`src/rtl/led_blink_multi.sv`:
```
`default_nettype none
// ============================================================================
// Module   : led_blink_multi
// Brief    : Multi-channel LED driver with off / on / blink / burst modes
//            sharing one timebase prescaler.
// Revision : 1.0 - initial release
// ============================================================================
module led_blink_multi #(
    parameter int g_NUM_CH   = 4,
    parameter int g_TICK_DIV = 12500,
    parameter int g_PERIOD_W = 16,
    parameter int g_BURST_W  = 4
) (
    input  logic                            i_Clk,
    input  logic                            i_Rst,
    input  logic [2*g_NUM_CH-1:0]           i_Mode,
    input  logic [g_PERIOD_W*g_NUM_CH-1:0]  i_Half_Period,
    input  logic [g_BURST_W*g_NUM_CH-1:0]   i_Burst_Len,
    input  logic [g_NUM_CH-1:0]             i_Start,
    output logic [g_NUM_CH-1:0]             o_LED,
    output logic [g_NUM_CH-1:0]             o_Busy,
    output logic [g_NUM_CH-1:0]             o_Done
);

    localparam int                c_PRE_W   = (g_TICK_DIV > 2) ? $clog2(g_TICK_DIV) : 1;
    localparam logic [c_PRE_W-1:0] c_PRE_MAX = c_PRE_W'(g_TICK_DIV - 1);

    localparam logic [1:0] c_MODE_OFF   = 2'b00;
    localparam logic [1:0] c_MODE_ON    = 2'b01;
    localparam logic [1:0] c_MODE_BLINK = 2'b10;

    typedef enum logic [0:0] {
        ST_IDLE = 1'b0,
        ST_RUN  = 1'b1
    } state_t;

    logic [c_PRE_W-1:0] r_pre;
    logic               w_tick;

    assign w_tick = (r_pre == c_PRE_MAX);

    // Shared timebase: free-running prescaler, tick on its terminal count
    always_ff @(posedge i_Clk) begin
        if (i_Rst) begin
            r_pre <= '0;
        end else if (w_tick) begin
            r_pre <= '0;
        end else begin
            r_pre <= r_pre + c_PRE_W'(1);
        end
    end

    generate
        for (genvar k = 0; k < g_NUM_CH; k++) begin : g_ch
            logic [1:0]            w_mode;
            logic [g_PERIOD_W-1:0] w_hp_raw;
            logic [g_PERIOD_W-1:0] w_hp_last;
            logic [g_BURST_W-1:0]  w_len;
            logic                  w_start;
            logic                  w_mode_chg;
            logic                  w_cmp;

            logic [1:0]            r_mode;
            state_t                r_state;
            logic [g_PERIOD_W-1:0] r_cnt;
            logic [g_BURST_W-1:0]  r_burst;
            logic                  r_led;
            logic                  r_busy;
            logic                  r_done;

            state_t                w_state_nxt;
            logic [g_PERIOD_W-1:0] w_cnt_nxt;
            logic [g_BURST_W-1:0]  w_burst_nxt;
            logic                  w_led_nxt;
            logic                  w_busy_nxt;
            logic                  w_done_nxt;

            assign w_mode     = i_Mode[2*k +: 2];
            assign w_hp_raw   = i_Half_Period[g_PERIOD_W*k +: g_PERIOD_W];
            // A half-period of 0 behaves as 1, so its last count is 0 as well
            assign w_hp_last  = (w_hp_raw == '0) ? '0 : (w_hp_raw - g_PERIOD_W'(1));
            assign w_len      = i_Burst_Len[g_BURST_W*k +: g_BURST_W];
            assign w_start    = i_Start[k];
            assign w_mode_chg = (w_mode != r_mode);
            assign w_cmp      = (r_cnt == w_hp_last);

            // Channel next-state: mode change wins, then per-mode behaviour
            always_comb begin
                w_state_nxt = r_state;
                w_cnt_nxt   = r_cnt;
                w_burst_nxt = r_burst;
                w_led_nxt   = r_led;
                w_busy_nxt  = r_busy;
                w_done_nxt  = 1'b0;

                if (w_mode_chg) begin
                    // Restart cleanly; a start strobe in this clock is dropped
                    w_state_nxt = ST_IDLE;
                    w_cnt_nxt   = '0;
                    w_burst_nxt = '0;
                    w_busy_nxt  = 1'b0;
                    w_led_nxt   = (w_mode == c_MODE_ON);
                end else begin
                    case (w_mode)
                        c_MODE_OFF, c_MODE_ON: begin
                            w_state_nxt = ST_IDLE;
                            w_cnt_nxt   = '0;
                            w_burst_nxt = '0;
                            w_busy_nxt  = 1'b0;
                            w_led_nxt   = (w_mode == c_MODE_ON);
                        end
                        c_MODE_BLINK: begin
                            w_state_nxt = ST_IDLE;
                            w_burst_nxt = '0;
                            w_busy_nxt  = 1'b0;
                            if (w_tick) begin
                                if (w_cmp) begin
                                    w_led_nxt = ~r_led;
                                    w_cnt_nxt = '0;
                                end else begin
                                    w_cnt_nxt = r_cnt + g_PERIOD_W'(1);
                                end
                            end
                        end
                        default: begin
                            if (r_state == ST_IDLE) begin
                                w_led_nxt  = 1'b0;
                                w_busy_nxt = 1'b0;
                                w_cnt_nxt  = '0;
                                if (w_start) begin
                                    if (w_len != '0) begin
                                        w_led_nxt   = 1'b1;
                                        w_busy_nxt  = 1'b1;
                                        w_burst_nxt = w_len;
                                        w_state_nxt = ST_RUN;
                                    end else begin
                                        // Empty burst completes immediately
                                        w_done_nxt = 1'b1;
                                    end
                                end
                            end else if (w_tick) begin
                                if (w_cmp) begin
                                    w_cnt_nxt = '0;
                                    w_led_nxt = ~r_led;
                                    // Each falling LED edge finishes one pulse
                                    if (r_led) begin
                                        w_burst_nxt = r_burst - g_BURST_W'(1);
                                        if (r_burst == g_BURST_W'(1)) begin
                                            w_state_nxt = ST_IDLE;
                                            w_busy_nxt  = 1'b0;
                                            w_done_nxt  = 1'b1;
                                        end
                                    end
                                end else begin
                                    w_cnt_nxt = r_cnt + g_PERIOD_W'(1);
                                end
                            end
                        end
                    endcase
                end
            end

            // Channel state and output registers
            always_ff @(posedge i_Clk) begin
                if (i_Rst) begin
                    r_mode  <= c_MODE_OFF;
                    r_state <= ST_IDLE;
                    r_cnt   <= '0;
                    r_burst <= '0;
                    r_led   <= 1'b0;
                    r_busy  <= 1'b0;
                    r_done  <= 1'b0;
                end else begin
                    r_mode  <= w_mode;
                    r_state <= w_state_nxt;
                    r_cnt   <= w_cnt_nxt;
                    r_burst <= w_burst_nxt;
                    r_led   <= w_led_nxt;
                    r_busy  <= w_busy_nxt;
                    r_done  <= w_done_nxt;
                end
            end

            assign o_LED[k]  = r_led;
            assign o_Busy[k] = r_busy;
            assign o_Done[k] = r_done;
        end
    endgenerate

endmodule
`default_nettype wire
```
`config.mk`:
```
export PLATFORM = sky130hd
export DESIGN_NAME = led_blink_multi
export DESIGN_NICKNAME = d
export VERILOG_FILES = /design/src/rtl/led_blink_multi.sv
export SDC_FILE = /design/constraint.sdc
export NUM_CORES = 1
export LEC_CHECK = 0
export BUFFER_PORTS_ARGS = -buffer_cell sky130_fd_sc_hd__clkbuf_2
export CAP_MARGIN = 10
export CORE_ASPECT_RATIO = 1.4
export CORE_MARGIN = 5
export CORE_UTILIZATION = 40
export DETAILED_ROUTE_END_ITERATION = 8
export HOLD_SLACK_MARGIN = 0.05
export PLACE_DENSITY = 0.64
export SLEW_MARGIN = 20
export SYNTH_ARGS = -nofsm -noshare
export SYNTH_HDL_FRONTEND = slang
export SYNTH_SLANG_ARGS = --single-unit
```
`constraint.sdc`:
```
create_clock -name i_Clk -period 3.9 [get_ports i_Clk]
set_input_delay 0.195 -clock i_Clk [delete_from_list [all_inputs] [get_ports i_Clk]]
set_output_delay 0.195 -clock i_Clk [all_outputs]
set_load 0.005 [all_outputs]
```
==> impl_metrics.py, run 1 <==
metrics = {
    "run_status": {
        "status": "finished, final reports clean",
    },
    "clock_tree": {
        "postCtsSetupBuffers": 0,
        "path_clk_slew_ns": 0.06,
        "cts_buffer_depth": 2,
        "hold_buffers": 0,
        "clk_latency_ns": 0.41,
        "h-tree-depth": 4,
        "clock-root-buffer": "clkbuf_16",
        "cts_tree": "built",
        "cts_resized": 0,
        "cts_sinks": 118,
        "cts_made_buffers": 17,
    },
    "synthesis": {
        "syn_nets": 1338,
        "postSynthAreaPerCell_sq_um": 7.67,
        "synth_warnings": 0,
        "ys_top_cells_by_count": "nor2_1 (147), dfxtp_1 (118), nand2_1 (103), xnor2_1 (70), nand3_1 (54)",
        "synth_edf_count": 0,
        "synth_top_area_frac": 0.254,
        "ys_ff_latch": 118,
        "synth_area_leaders": "dfxtp_1 (25%), xnor2_1 (6.6%), nor2_1 (5.9%)",
        "ys_types": 82,
        "yosysTopAreaCell": "dfxtp_1",
        "synth_flop_cell": "dfxtp_1",
        "ys_seq_area_frac": 0.254,
        "postSynthCellCount": 1215,
        "yosys.cell_count.top_type": "nor2_1",
        "synthArstFlopShare": 0,
        "netlist_area_sq_mm": 0.00931,
    },
    "cells_and_area": {
        "fin_nets": 1410,
        "antenna_cells": 0,
        "drive_above_1_share": 0.146,
        "area_growth_syn_to_layout_pct": 14.1,
        "n_fill_cell": 2328,
    },
    "timing": {
        "layout_min_cycle_time_ns": 3.27,
        "rsz0062_at_grt": "false",
        "slew_headroom": 0.338,
        "slew_viol_final": 0,
        "period_share": 0.838,
        "fin_ws_ns": 0.630,
        "setup_tns_ns": 0,
        "finalHoldViolCount": 0,
        "setup_viol": 0,
        "max_slew.worst_pin.slew_ns": 0.985,
        "max_freq_ghz": 0.306,
        "fin_skew_ns": 0.0113,
    },
    "pwr": {
        "power.internal_mw": 2.45,
        "p_clk_frac": 0.498,
        "sw_frac_of_total": 0.239,
        "net-switching-power_mw": 0.770,
        "p_leak_nw": 3.76,
        "peakVddDrop_mv": 0.341,
        "p_seq_frac": 0.383,
        "p_comb_frac": 0.119,
        "power.density_mw_per_mm2": 303,
    },
    "floorplanning": {
        "dieWidth_um": 139,
        "core_area_sq_mm": 0.0231,
        "rows": 66,
        "dieArea_sq_mm": 0.0265,
        "num_io_pins": 106,
        "die_height_um": 191,
        "initial_core_util": 0.403,
    },
    "grt": {
        "grt_pass1_vias": 8838,
        "grt_usage": 0.184,
        "grt_pass1_wl_mm": 41.6,
        "grt_overflow": 0,
        "grt_max_degree": 20,
        "antenna_found_initial": 1,
    },
    "setup_path": {
        "critical_path_required_ns": 4.21,
        "endpoint_kind": "flip-flop",
        "worstPathArrival_ns": 3.58,
        "critical_path_class": "in2reg",
        "critPathLaunchType": "input pin",
        "worst-path-max-fanout": 12,
    },
    "placed_design": {
        "io_buffers": 105,
        "post-place-ws_ns": 0.251,
        "dp_hpwl_mm": 19.0,
        "gp_congestion": 0.953,
    },
    "routing": {
        "drc": 0,
        "num_vias": 9165,
        "first_iter_violations": 406,
        "ant_nets": 0,
        "wirelength_mm": 24.6,
        "viasPerCell": 5.71,
        "first_pass_iters": 5,
        "wl_per_cell_um": 15.3,
    },
    "job": {
        "drv_cap": 0,
    },
    "worst_hold_path": {
        "hp-class": "in2reg",
    },
}
[worst max-delay path, cell delays in order]
cell and delay (ns):
clkbuf_2 0.14, nor4_2 0.80, nand3_1 0.34, and3_1 0.29, or4_1 0.52, a2111o_1 0.34, nor4_4 0.53, nand3_1 0.14
a221oi_1 0.28
[state kept, by name (all words and copies together) (netlist names)]
name,flops
g_ch.r_cnt,64
g_ch.r_burst,16
r_pre,14
g_ch.r_mode,8
g_ch.r_busy,4
g_ch.r_done,4
g_ch.r_led,4
g_ch.r_state,4
[cell families (layout without fill, tap and decap cells)]
group / count (synthesis) / in the layout / synth area share
mux: 16 / 16 / 0.0176
fa+ha+maj: 29 / 29 / 0.0390
flops: 118 / 118 / 0.254
simple gates: 575 / 575 / 0.333
buf+inv: 119 / 202 / 0.0548
xor+xnor: 124 / 124 / 0.123
compound gates: 234 / 234 / 0.180
[power groups by stage]
stage	clock network (mW)	logic, mW	registers, mW
after detailed placement	0	0.379	1.26
after global routing	1.70	0.424	1.24
after floorplan	0	0.243	1.25
final	1.60	0.382	1.23
after global placement	0	0.375	1.26
after CTS	1.64	0.381	1.23
[per-layer routing]
metal	part of all wire	wire [um]	track usage
met5	0.00053	13	0
met4	0.038	922	0.0881
met3	0.050	1220	0.0391
met2	0.51	12500	0.332
met1	0.40	9940	0.206
[worst paths after layout]
check / to / slack [ns] / startpoint / cells after the start
max: g_ch[1].r_burst[2] / 0.63 / i_Half_Period[22] / 9
min: g_ch[0].r_burst[3] / 0.07 / i_Burst_Len[3] / 3
max reg2reg: g_ch[1].r_led / 0.72 / r_pre[0] / 8
min reg2reg: r_pre[0] / 0.47 / r_pre[0] / 1
[metrics by stage]
step / utilization / area (sq um) / power (mW) / hold slack (ns) / instances
2_1_floorplan: - / 9310 / 1.50 / 0.348 / 1215
3_3_place_gp: 0.434 / 10000 / 1.63 / 0.460 / 1574
5_1_grt: 0.460 / 10600 / 3.36 / 0.0654 / 1604
4_1_cts: 0.460 / 10600 / 3.26 / 0.0532 / 1604
6_report: 0.460 / 10600 / 3.22 / 0.0704 / 1604
3_5_place_dp: 0.434 / 10000 / 1.64 / 0.467 / 1574
[cells in the final DEF, fill, tap and decap left out, types with 10 or more instances in the layout]
cell type    n
nor4_1      30
ha_1        29
nor2b_1     14
xor2_1      50
dfxtp_1    118
buf_4       16
inv_1       51
and3_1      21
nand3_1     54
mux2i_1     13
a31oi_1     16
and2_1      10
nand2b_1    11
o211ai_1    13
xnor2_1     70
nand4_1     37
nor3b_1     13
o22ai_1     13
nor3_1      44
clkbuf_2   105
clkbuf_16   17
or4_1       20
or3_1       13
a21oi_1     49
nor2_1     147
nand2_1    103
o21ai_0     31
[area by class of cell]
type                    instances  area (sq um)  area share
multi-input cells             978          6450       0.606
flip-flops and latches        118          2360       0.222
repair buffers                121           646      0.0607
clock buffers                  20           447      0.0420
well taps                     306           383      0.0360
inverters                      51           191      0.0180
clock inverters                10           155      0.0146
Power figures use the tool's default switching activity.
==> run 2, diff against run 1 <==
==> constraint.sdc (replaced) <==
create_clock -name i_Clk -period 3.15 [get_ports i_Clk]
set_input_delay 0.1575 -clock i_Clk [delete_from_list [all_inputs] [get_ports i_Clk]]
set_output_delay 0.1575 -clock i_Clk [all_outputs]
set_load 0.005 [all_outputs]
==> run 2 against run 1 <==
Worst setup slack worse by 0.37 ns. Critical path depth stayed put. Clock skew is 0.0019 ns lower. Sequential power is 24% higher. Flip-flop and latch count stayed put. First-iteration DRC count is 12% higher. Via count is 1.5% higher. Routed wire length is 2.6% higher. Critical path type is now reg2reg. Largest cell class unchanged. Core utilization is 1.1 points higher.
==> impl_metrics.py, run 2 (same netlist as run 1, synthesis figures left out) <==
metrics = {
    "run_status": {
        "status": "finished, final reports clean",
    },
    "grt": {
        "grtUsageMet2": 0.353,
        "gr-max-usage-layer": "met2",
        "grt_overflow": 0,
        "antenna_found_initial": 0,
        "grt_usage": 0.187,
        "grt_pass1_wl_mm": 41.8,
        "grt_pass1_vias": 8872,
        "grt_max_degree": 20,
        "grt_use_met3": 0.0301,
        "use_met1": 0.204,
    },
    "floorplanning": {
        "initial_core_util": 0.403,
        "dieArea_sq_mm": 0.0265,
        "dieWidth_um": 139,
        "core_area_sq_mm": 0.0231,
        "num_io_pins": 106,
        "rows": 66,
        "die_height_um": 191,
    },
    "timing": {
        "layout_min_cycle_time_ns": 2.89,
        "fin_skew_ns": 0.00937,
        "finalHoldViolCount": 0,
        "period_share": 0.918,
        "fin_ws_ns": 0.257,
        "slew_viol_final": 0,
        "slew_headroom": 0.527,
        "max_slew.worst_pin.slew_ns": 0.704,
        "setup_viol": 0,
        "setup_tns_ns": 0,
        "max_freq_ghz": 0.346,
        "rsz0062_at_grt": "false",
        "fin_hold_ws_ns": 0.0655,
    },
    "clock_tree": {
        "cts_made_buffers": 17,
        "clk_latency_ns": 0.41,
        "h-tree-depth": 4,
        "cts_sinks": 118,
        "clock-root-buffer": "clkbuf_16",
        "cts_buffer_depth": 2,
        "postCtsSetupBuffers": 0,
        "path_clk_slew_ns": 0.06,
        "cts_tree": "built",
    },
    "cells_and_area": {
        "area_growth_syn_to_layout_pct": 16.8,
        "final_core_util": 0.470,
        "largest_reg_flops": 64,
        "design_area_sq_mm": 0.0109,
        "fin_nets": 1437,
        "regMostFlops": "g_ch.r_cnt",
        "drive_above_1_share": 0.163,
        "antenna_cells": 0,
        "layout_commonest_cell": "nor2_1",
        "n_fill_cell": 2349,
        "reg_top3": "g_ch.r_cnt: 64 flops, g_ch.r_burst: 16 flops, r_pre: 14 flops",
        "final_cell_mix": "nor2_1 (147), dfxtp_1 (118), clkbuf_2 (105)",
        "instances_no_fill": 1633,
    },
    "pwr": {
        "power.density_mw_per_mm2": 366,
        "power_mw": 3.98,
        "p_seq_frac": 0.383,
        "power.internal_mw": 3.02,
        "p_clk_frac": 0.493,
        "sw_frac_of_total": 0.242,
        "p_comb_frac": 0.124,
        "peakVddDrop_mv": 0.374,
        "net-switching-power_mw": 0.965,
        "p_leak_nw": 3.92,
    },
    "routing": {
        "wl_per_cell_um": 15.4,
        "drc": 0,
        "first_iter_violations": 453,
        "num_vias": 9306,
        "wirelength_mm": 25.2,
        "ant_nets": 0,
        "first_pass_iters": 5,
        "viasPerCell": 5.70,
    },
    "setup_path": {
        "worst-path-max-fanout": 12,
        "critical_path_required_ns": 3.47,
        "critical_path_class": "reg2reg",
        "worstPathArrival_ns": 3.21,
        "endpoint_kind": "flip-flop",
        "critPathLaunchType": "flip-flop",
    },
    "placed_design": {
        "post-place-ws_ns": 0.0291,
        "io_buffers": 105,
        "dp_cells": 1599,
        "gp_congestion": 0.922,
        "dpl-instance-area_sq_mm": 0.0103,
        "dp_hpwl_mm": 19.9,
    },
    "worst_hold_path": {
        "hp-class": "in2reg",
    },
    "job": {
        "drv_cap": 0,
    },
}
[run 2: cell count changes in the layout (fill, tap and decap cells not counted)]
cell	previous run	this run
dlygate4sd3_1	0	2
bufinv_16	4	3
clkbuf_1	2	3
buf_12	0	3
clkinv_4	0	1
clkinv_2	4	5
buf_4	16	38
clkinvlp_4	2	0
clkbuf_8	1	3
[run 2: repair_timing]
action	CTS	global route
endpoints found under the setup margin	0	0
endpoints found under the hold margin	1	0
hold buffers	2	0
gates resized for setup	0	0
[run 2: final cells by class]
class | instances | area, sq um | share of cell area
Timing Repair Buffer | 148 | 891 | 0.0819
Clock buffer | 23 | 478 | 0.0439
Inverter | 51 | 191 | 0.0176
Tap cell | 306 | 383 | 0.0352
Clock inverter | 9 | 124 | 0.0114
Sequential cell | 118 | 2360 | 0.217
Multi-Input combinational cell | 978 | 6450 | 0.593
[run 2: worst max-delay path: stages, from the launching register on]
cell and delay, ns:
dfxtp_1 0.44, and3b_1 0.25, a221o_1 0.25, a2111oi_0 0.47, nand4_1 0.19, a2111o_1 0.42, nor4_4 0.21, buf_4 0.21
nand3_1 0.09, a221oi_1 0.27
[run 2: final timing paths]
| path | from | end | slack (ns) | cells past startpoint |
|---|---|---|---|---|
| hold / removal | i_Mode[1] | g_ch[0].r_mode[1] | 0.07 | 2 |
| setup reg to reg | g_ch[1].r_cnt[11] | g_ch[1].r_burst[2] | 0.26 | 9 |
| setup / recovery | g_ch[1].r_cnt[11] | g_ch[1].r_burst[2] | 0.26 | 9 |
| hold reg to reg | g_ch[3].r_burst[1] | g_ch[3].r_burst[1] | 0.47 | 2 |
[run 2: power by group through the flow]
stage | Clock [mW] | Sequential [mW] | Combinational [mW]
2_1_floorplan | 0 | 1.55 | 0.300
3_3_place_gp | 0 | 1.56 | 0.481
3_5_place_dp | 0 | 1.56 | 0.486
4_1_cts | 2.02 | 1.53 | 0.491
5_1_grt | 2.09 | 1.53 | 0.544
6_report | 1.97 | 1.53 | 0.492
[run 2: routing by layer]
metal,vias up,part of all wire
met4,0,0.034
li1,4648,-
met2,252,0.53
met3,54,0.042
met5,-,0
met1,4352,0.40
